[src/rtl/serial_adder_if.sv]
// serial_adder_if: groups the start/done handshake, operand and result signals
// of serial_adder.
//
// Signals:
//   start  request; sampled by the adder only in IDLE or DONE
//   a, b   WIDTH-bit operands, captured on an accepted start
//   cin    carry in, captured on an accepted start
//   busy   high while the adder is in RUN
//   done   one-cycle pulse when the result is valid
//   sum    WIDTH-bit result, held until the next accepted start
//   cout   final carry out, held with sum
//   ovf    signed overflow (only when SERIAL_ADDER_OVF_EN is defined)
//
// Modports:
//   master  requester side: drives start/a/b/cin, observes the result
//   slave   adder side
//
// Optional feature macro: SERIAL_ADDER_OVF_EN adds the ovf signal.

interface serial_adder_if #(
  parameter int unsigned WIDTH = 8
);

  logic             start;
  logic [WIDTH-1:0] a;
  logic [WIDTH-1:0] b;
  logic             cin;
  logic             busy;
  logic             done;
  logic [WIDTH-1:0] sum;
  logic             cout;
`ifdef SERIAL_ADDER_OVF_EN
  logic             ovf;
`endif

`ifdef SERIAL_ADDER_OVF_EN
  modport master (
    output start, a, b, cin,
    input  busy, done, sum, cout, ovf
  );

  modport slave (
    input  start, a, b, cin,
    output busy, done, sum, cout, ovf
  );
`else
  modport master (
    output start, a, b, cin,
    input  busy, done, sum, cout
  );

  modport slave (
    input  start, a, b, cin,
    output busy, done, sum, cout
  );
`endif

endinterface

[src/rtl/serial_adder.sv]
// serial_adder: bit-serial unsigned adder. Two WIDTH-bit operands and a carry
// in are captured on an accepted start and then summed one bit per clock, LSB
// first, through a single full-add cell with a registered carry. After WIDTH
// RUN cycles the result is published and done pulses for one cycle.
//
// Ports:
//   clk    single clock, all state updates on the rising edge
//   reset  synchronous, active-high reset; wins over every other input
//   bus    serial_adder_if.slave: start/a/b/cin in, busy/done/sum/cout out
//
// Parameters:
//   WIDTH  operand and sum width, legal range 2..32
//
// Optional feature macro: SERIAL_ADDER_OVF_EN
//   Defined:   bus.ovf = two's-complement overflow (carry into MSB ^ cout),
//              with the same reset, update and hold behaviour as cout.
//   Undefined: no ovf signal and no ovf register.
//
// Timing: start sampled at edge k gives busy=1 for cycles k+1..k+WIDTH and
// done=1 in cycle k+WIDTH+1. Holding start in DONE reloads immediately, so
// back-to-back operation sustains one add per WIDTH+1 cycles.

module serial_adder #(
  parameter int unsigned WIDTH = 8
) (
  input logic         clk,
  input logic         reset,
  serial_adder_if.slave bus
);

  // Wide enough to hold WIDTH-1 without ever wrapping inside an operation.
  localparam int unsigned CntW = $clog2(WIDTH) + 1;
  localparam logic [CntW-1:0] CntLast = CntW'(WIDTH - 1);

  typedef enum logic [1:0] {
    StIdle = 2'd0,
    StRun  = 2'd1,
    StDone = 2'd2
  } state_e;

  state_e            state_q, state_d;
  logic [WIDTH-1:0]  a_sr_q, a_sr_d;
  logic [WIDTH-1:0]  b_sr_q, b_sr_d;
  logic [WIDTH-1:0]  sum_sr_q, sum_sr_d;
  logic              carry_q, carry_d;
  logic [CntW-1:0]   cnt_q, cnt_d;
  logic [WIDTH-1:0]  sum_q, sum_d;
  logic              cout_q, cout_d;
`ifdef SERIAL_ADDER_OVF_EN
  logic              ovf_q, ovf_d;
`endif

  // Single full-add cell on the current LSB pair and the registered carry.
  logic             bit_s;
  logic             bit_c;
  logic [WIDTH-1:0] sum_sr_shift;

  assign bit_s = a_sr_q[0] ^ b_sr_q[0] ^ carry_q;
  assign bit_c = (a_sr_q[0] & b_sr_q[0]) | ((a_sr_q[0] ^ b_sr_q[0]) & carry_q);

  // Sum bits enter at the MSB so that after WIDTH shifts bit 0 sits at the LSB.
  assign sum_sr_shift = {bit_s, sum_sr_q[WIDTH-1:1]};

  always_comb begin
    state_d  = state_q;
    a_sr_d   = a_sr_q;
    b_sr_d   = b_sr_q;
    sum_sr_d = sum_sr_q;
    carry_d  = carry_q;
    cnt_d    = cnt_q;
    sum_d    = sum_q;
    cout_d   = cout_q;
`ifdef SERIAL_ADDER_OVF_EN
    ovf_d    = ovf_q;
`endif

    unique case (state_q)
      StIdle: begin
        if (bus.start) begin
          state_d = StRun;
          a_sr_d  = bus.a;
          b_sr_d  = bus.b;
          carry_d = bus.cin;
          cnt_d   = '0;
        end
      end

      StRun: begin
        // Operand inputs and start are deliberately ignored here.
        a_sr_d   = a_sr_q >> 1;
        b_sr_d   = b_sr_q >> 1;
        sum_sr_d = sum_sr_shift;
        carry_d  = bit_c;
        cnt_d    = cnt_q + CntW'(1);
        if (cnt_q == CntLast) begin
          state_d = StDone;
          sum_d   = sum_sr_shift;
          cout_d  = bit_c;
`ifdef SERIAL_ADDER_OVF_EN
          // On the last bit carry_q is the carry into the MSB stage.
          ovf_d   = carry_q ^ bit_c;
`endif
        end
      end

      StDone: begin
        if (bus.start) begin
          state_d = StRun;
          a_sr_d  = bus.a;
          b_sr_d  = bus.b;
          carry_d = bus.cin;
          cnt_d   = '0;
        end else begin
          state_d = StIdle;
        end
      end

      default: begin
        state_d = StIdle;
      end
    endcase
  end

  always_ff @(posedge clk) begin
    if (reset) begin
      state_q  <= StIdle;
      a_sr_q   <= '0;
      b_sr_q   <= '0;
      sum_sr_q <= '0;
      carry_q  <= 1'b0;
      cnt_q    <= '0;
      sum_q    <= '0;
      cout_q   <= 1'b0;
`ifdef SERIAL_ADDER_OVF_EN
      ovf_q    <= 1'b0;
`endif
    end else begin
      state_q  <= state_d;
      a_sr_q   <= a_sr_d;
      b_sr_q   <= b_sr_d;
      sum_sr_q <= sum_sr_d;
      carry_q  <= carry_d;
      cnt_q    <= cnt_d;
      sum_q    <= sum_d;
      cout_q   <= cout_d;
`ifdef SERIAL_ADDER_OVF_EN
      ovf_q    <= ovf_d;
`endif
    end
  end

  assign bus.busy = (state_q == StRun);
  assign bus.done = (state_q == StDone);
  assign bus.sum  = sum_q;
  assign bus.cout = cout_q;
`ifdef SERIAL_ADDER_OVF_EN
  assign bus.ovf  = ovf_q;
`endif

endmodule

[src/flat_wrapper.sv]
// flat-port wrapper written by rule: the top's interface ports become plain ports
module serial_adder_flat 
#(
  parameter int unsigned WIDTH = 8
)
  (clk, reset, bus_start, bus_a, bus_b, bus_cin, bus_busy, bus_done, bus_sum, bus_cout);
  serial_adder_if #(.WIDTH(WIDTH)) bus_i ();
  input logic clk;
  input logic reset;
  input wire logic [$bits(bus_i.start)-1:0] bus_start;
  input wire logic [$bits(bus_i.a)-1:0] bus_a;
  input wire logic [$bits(bus_i.b)-1:0] bus_b;
  input wire logic [$bits(bus_i.cin)-1:0] bus_cin;
  output wire logic [$bits(bus_i.busy)-1:0] bus_busy;
  output wire logic [$bits(bus_i.done)-1:0] bus_done;
  output wire logic [$bits(bus_i.sum)-1:0] bus_sum;
  output wire logic [$bits(bus_i.cout)-1:0] bus_cout;
  assign bus_i.start = bus_start;
  assign bus_i.a = bus_a;
  assign bus_i.b = bus_b;
  assign bus_i.cin = bus_cin;
  assign bus_busy = bus_i.busy;
  assign bus_done = bus_i.done;
  assign bus_sum = bus_i.sum;
  assign bus_cout = bus_i.cout;
  serial_adder #(.WIDTH(WIDTH)) u_core (.clk(clk), .reset(reset), .bus(bus_i));
endmodule
[config.mk]
export PLATFORM = sky130hd
export DESIGN_NAME = serial_adder_flat
export DESIGN_NICKNAME = d
export VERILOG_FILES = /design/src/rtl/serial_adder_if.sv /design/src/rtl/serial_adder.sv /design/src/flat_wrapper.sv
export SDC_FILE = /design/constraint.sdc
export NUM_CORES = 1
export LEC_CHECK = 0
export ABC_AREA = 1
export CAP_MARGIN = 10
export CORE_UTILIZATION = 40
export CTS_CLUSTER_SIZE = 24
export DETAILED_ROUTE_END_ITERATION = 16
export PLACE_DENSITY = 0.65
export SLEW_MARGIN = 30
export SYNTH_ARGS = -nofsm -noshare
export SYNTH_HDL_FRONTEND = slang
export SYNTH_SLANG_ARGS = --single-unit
export TNS_END_PERCENT = 1
[constraint.sdc]
create_clock -name clk -period 1.2 [get_ports clk]
set_input_delay 0.12 -clock clk [delete_from_list [all_inputs] [get_ports clk]]
set_output_delay 0.12 -clock clk [all_outputs]
set_load 0.01 [all_outputs]
==> impl_results.md <==
- Syn nets: 278
- Largest cells by area after synthesis: dfxtp_1 42%, nand2_1 15%, nor2_1 12%
- Sinks on Clock Net: 39
- Syn Inst Count: 256
- CP required: 1.08 ns
- Final worst slack: 0.0244 ns
- Status: completed
- Seq/Total Area, Yosys: 0.422
- Slowest cell on crit path: dfxtp_2
- Cell variety after synth: 25
- Vias/cell: 4.78
- Largest net degree at the start of global routing: 19
- Clock Skew: 0.00400 ns
- FMAX: 0.851 GHz
- Setup-failing EPs final: 0
- Crit path launch type: flip-flop
- Multi-input gate area: 918 um2
- Worst vdd ir: 0.000584 V
- I/O Buffers: 30
- Max-cap viol count: 0
- Via count: 1700
- WP data arrival: 1.06 ns
- Post-CTS Setup Inserts: 0
- # diodes: 0
- Die height: 70.0 um
- CTS root buffer: clkbuf_8
- RSZ-0062 raised after global routing: true
- Htree depth: 2
- Vias in the first global route: 1587
- CTS Buffer Depth: 2
- Slew headroom: 0.802
- Final Hold Viols: 0
- Most frequent cells in the layout: 75 x nand2_1, 56 x nor2_1, 37 x dfxtp_1, 22 x nand3_1, 20 x buf_4
- Leak: 0.00117 uW
- Commonest non-fill, non-tap cell in the layout: nand2_1
- Area leader, netlist: dfxtp_1
- Ratio of cells with drive above 1 in the final layout: 0.164
- Hpwl dp: 2760 um
- DRT Wirelength: 3930 um
- Yosys warnings: 0
- GRT Util Overall: 0.177
- Crit-path cells: inv_6, nor2_4, clkdlybuf4s15_2
- CTS tree: done
- Design Area, Final: 2430 um2
- Area share of the largest cell type after synthesis: 0.422
- Classification of the worst-slack hold path: in -> reg
- Slew Limit Fails: 0
- Routability cong.: 0.747
- Dpl cell area: 2310 um2
- Layout Nets: 325
- Cell Rows: 24
- Average wire per standard cell: 11.0 um
- Ports: 31
- Core area: 4380 um2
- Clk Latency, worst-skew pair: 0.29 ns
- Starting density of the core: 0.422
- First-pass DRT Iterations: 4
- Global-route wire length before repair: 6890 um
- Die Wd: 70.0 um
- Area added between synthesis and finish: 31.7%
- Register area: 783 um2
- Crit share post-route: 0.980
- Overall die area: 4900 um2
- Reg clk slew, reported paths: 0.08 ns
- CP Class: reg -> out
- Layout fillers: 438
- PwrDens: 1280 nW/um2
- DRT iter0 DRCs: 108
- Inserted Clock Buffers: 5
- Dpl ws: -0.0818 ns
- Mean Syn Cell Area: 7.22 um2
- CP Max Fanout: 3
- CP max stage delay: 0.38 ns
- Setup crit end kind: output pin
- Post-DRT Antenna Nets: 0
- Residual DRC: 0
- Mapped cell area: 1850 um2
- Worst slew pin tran: 0.297 ns
- Min Tclk post-route: 1.18 ns
- Total negative slack: 0 ns
- Initial antenna violation count: 0
- Seq cells post-synth: 39
- Grt ovf: 0
-- final cells by class --
| type | count | area share |
|---|---|---|
| repair buffers | 54 | 0.208 |
| well taps | 52 | 0.0267 |
| flip-flops and latches | 39 | 0.322 |
| multi-input cells | 194 | 0.377 |
| clock inverters | 2 | 0.0144 |
| clock buffers | 6 | 0.0339 |
| inverters | 9 | 0.0180 |
-- kinds of logic (layout without fill, tap and decap cells) --
group	Yosys count	in the layout	synth area share
simple gates	176	176	0.426
buf+inv	23	71	0.0893
flops	39	39	0.422
fa+ha+maj	2	2	0.0176
compound gates	16	16	0.0453
-- routing by layer --
layer / track usage / up-vias / wire length [um]
met5: 0 / - / 0
met4: 0.0622 / 0 / 46
met3: 0.0491 / 5 / 169
met2: 0.281 / 32 / 1810
met1: 0.231 / 764 / 1910
li1: - / 899 / -
-- critical path: cells and delay by family, from the launching register on --
kind / cells / cell delay, ns
buf+inv: 2 / 0.28
flops: 1 / 0.38
simple gates: 1 / 0.11
-- state kept, by name, indices dropped and copies added, names as in the netlist --
register and count:
u_core.bus.sum 8, u_core.sum_sr_q 7, u_core.b_sr_q 8, u_core.carry_q 1
u_core.state_q 2, u_core.bus.cout 1, u_core.a_sr_q 8, u_core.cnt_q 4
-- per-stage QoR --
step / util / cells / power (uW) / hold slack, ns
final: 0.555 / 356 / 3120 / 0.386
after CTS: 0.553 / 356 / 3150 / 0.379
after detailed placement: 0.527 / 348 / 2010 / 0.452
after floorplan: - / 256 / 1830 / 0.189
after global routing: 0.555 / 356 / 3290 / 0.399
after global placement: 0.527 / 348 / 2010 / 0.449
-- final timing paths --
path,from,endpoint,slack (ns),cells after the start
hold / removal,bus_a[7],u_core.a_sr_q[7]$_SDFFE_PP0P_,0.39,3
setup / recovery,u_core.state_q[0]$_SDFFE_PP0P_,bus_busy,0.02,3
setup reg to reg,u_core.cnt_q[1]$_SDFFE_PP0P_,u_core.bus.sum[1]$_SDFFE_PP0P_,0.03,6
hold reg to reg,u_core.sum_sr_q[1]$_SDFFE_PP0P_,u_core.sum_sr_q[1]$_SDFFE_PP0P_,0.46,2
-- power by group --
part	total [uW]	switching [uW]	internal, uW
Combinational	559	282	277
Sequential	1430	48.8	1380
Clock	1130	460	673
Total	3120	791	2330
-- synth_stat cells --
cell	number
nand2_4	2
nor2_8	1
o21ai_0	5
buf_8	1
nand2_1	76
buf_12	1
nor2_1	57
buf_6	5
a21oi_1	5
buf_2	2
o21ai_1	5
clkbuf_1	4
inv_6	1
inv_4	1
buf_4	1
nand2_2	1
dfxtp_1	39
a21oi_2	1
inv_2	1
nand3b_1	15
inv_1	6
ha_1	1
nand3_1	23
nor2_4	1
fa_1	1
-- what timing repair did --
action	4_1_cts	5_1_grt
gates resized for setup	17	7
hold buffers	0	0
endpoints found under the hold margin	0	0
pin swaps	0	1
setup endpoints to repair	34	29
cloned	0	0
No activity file was read; power rests on OpenSTA's default activity.
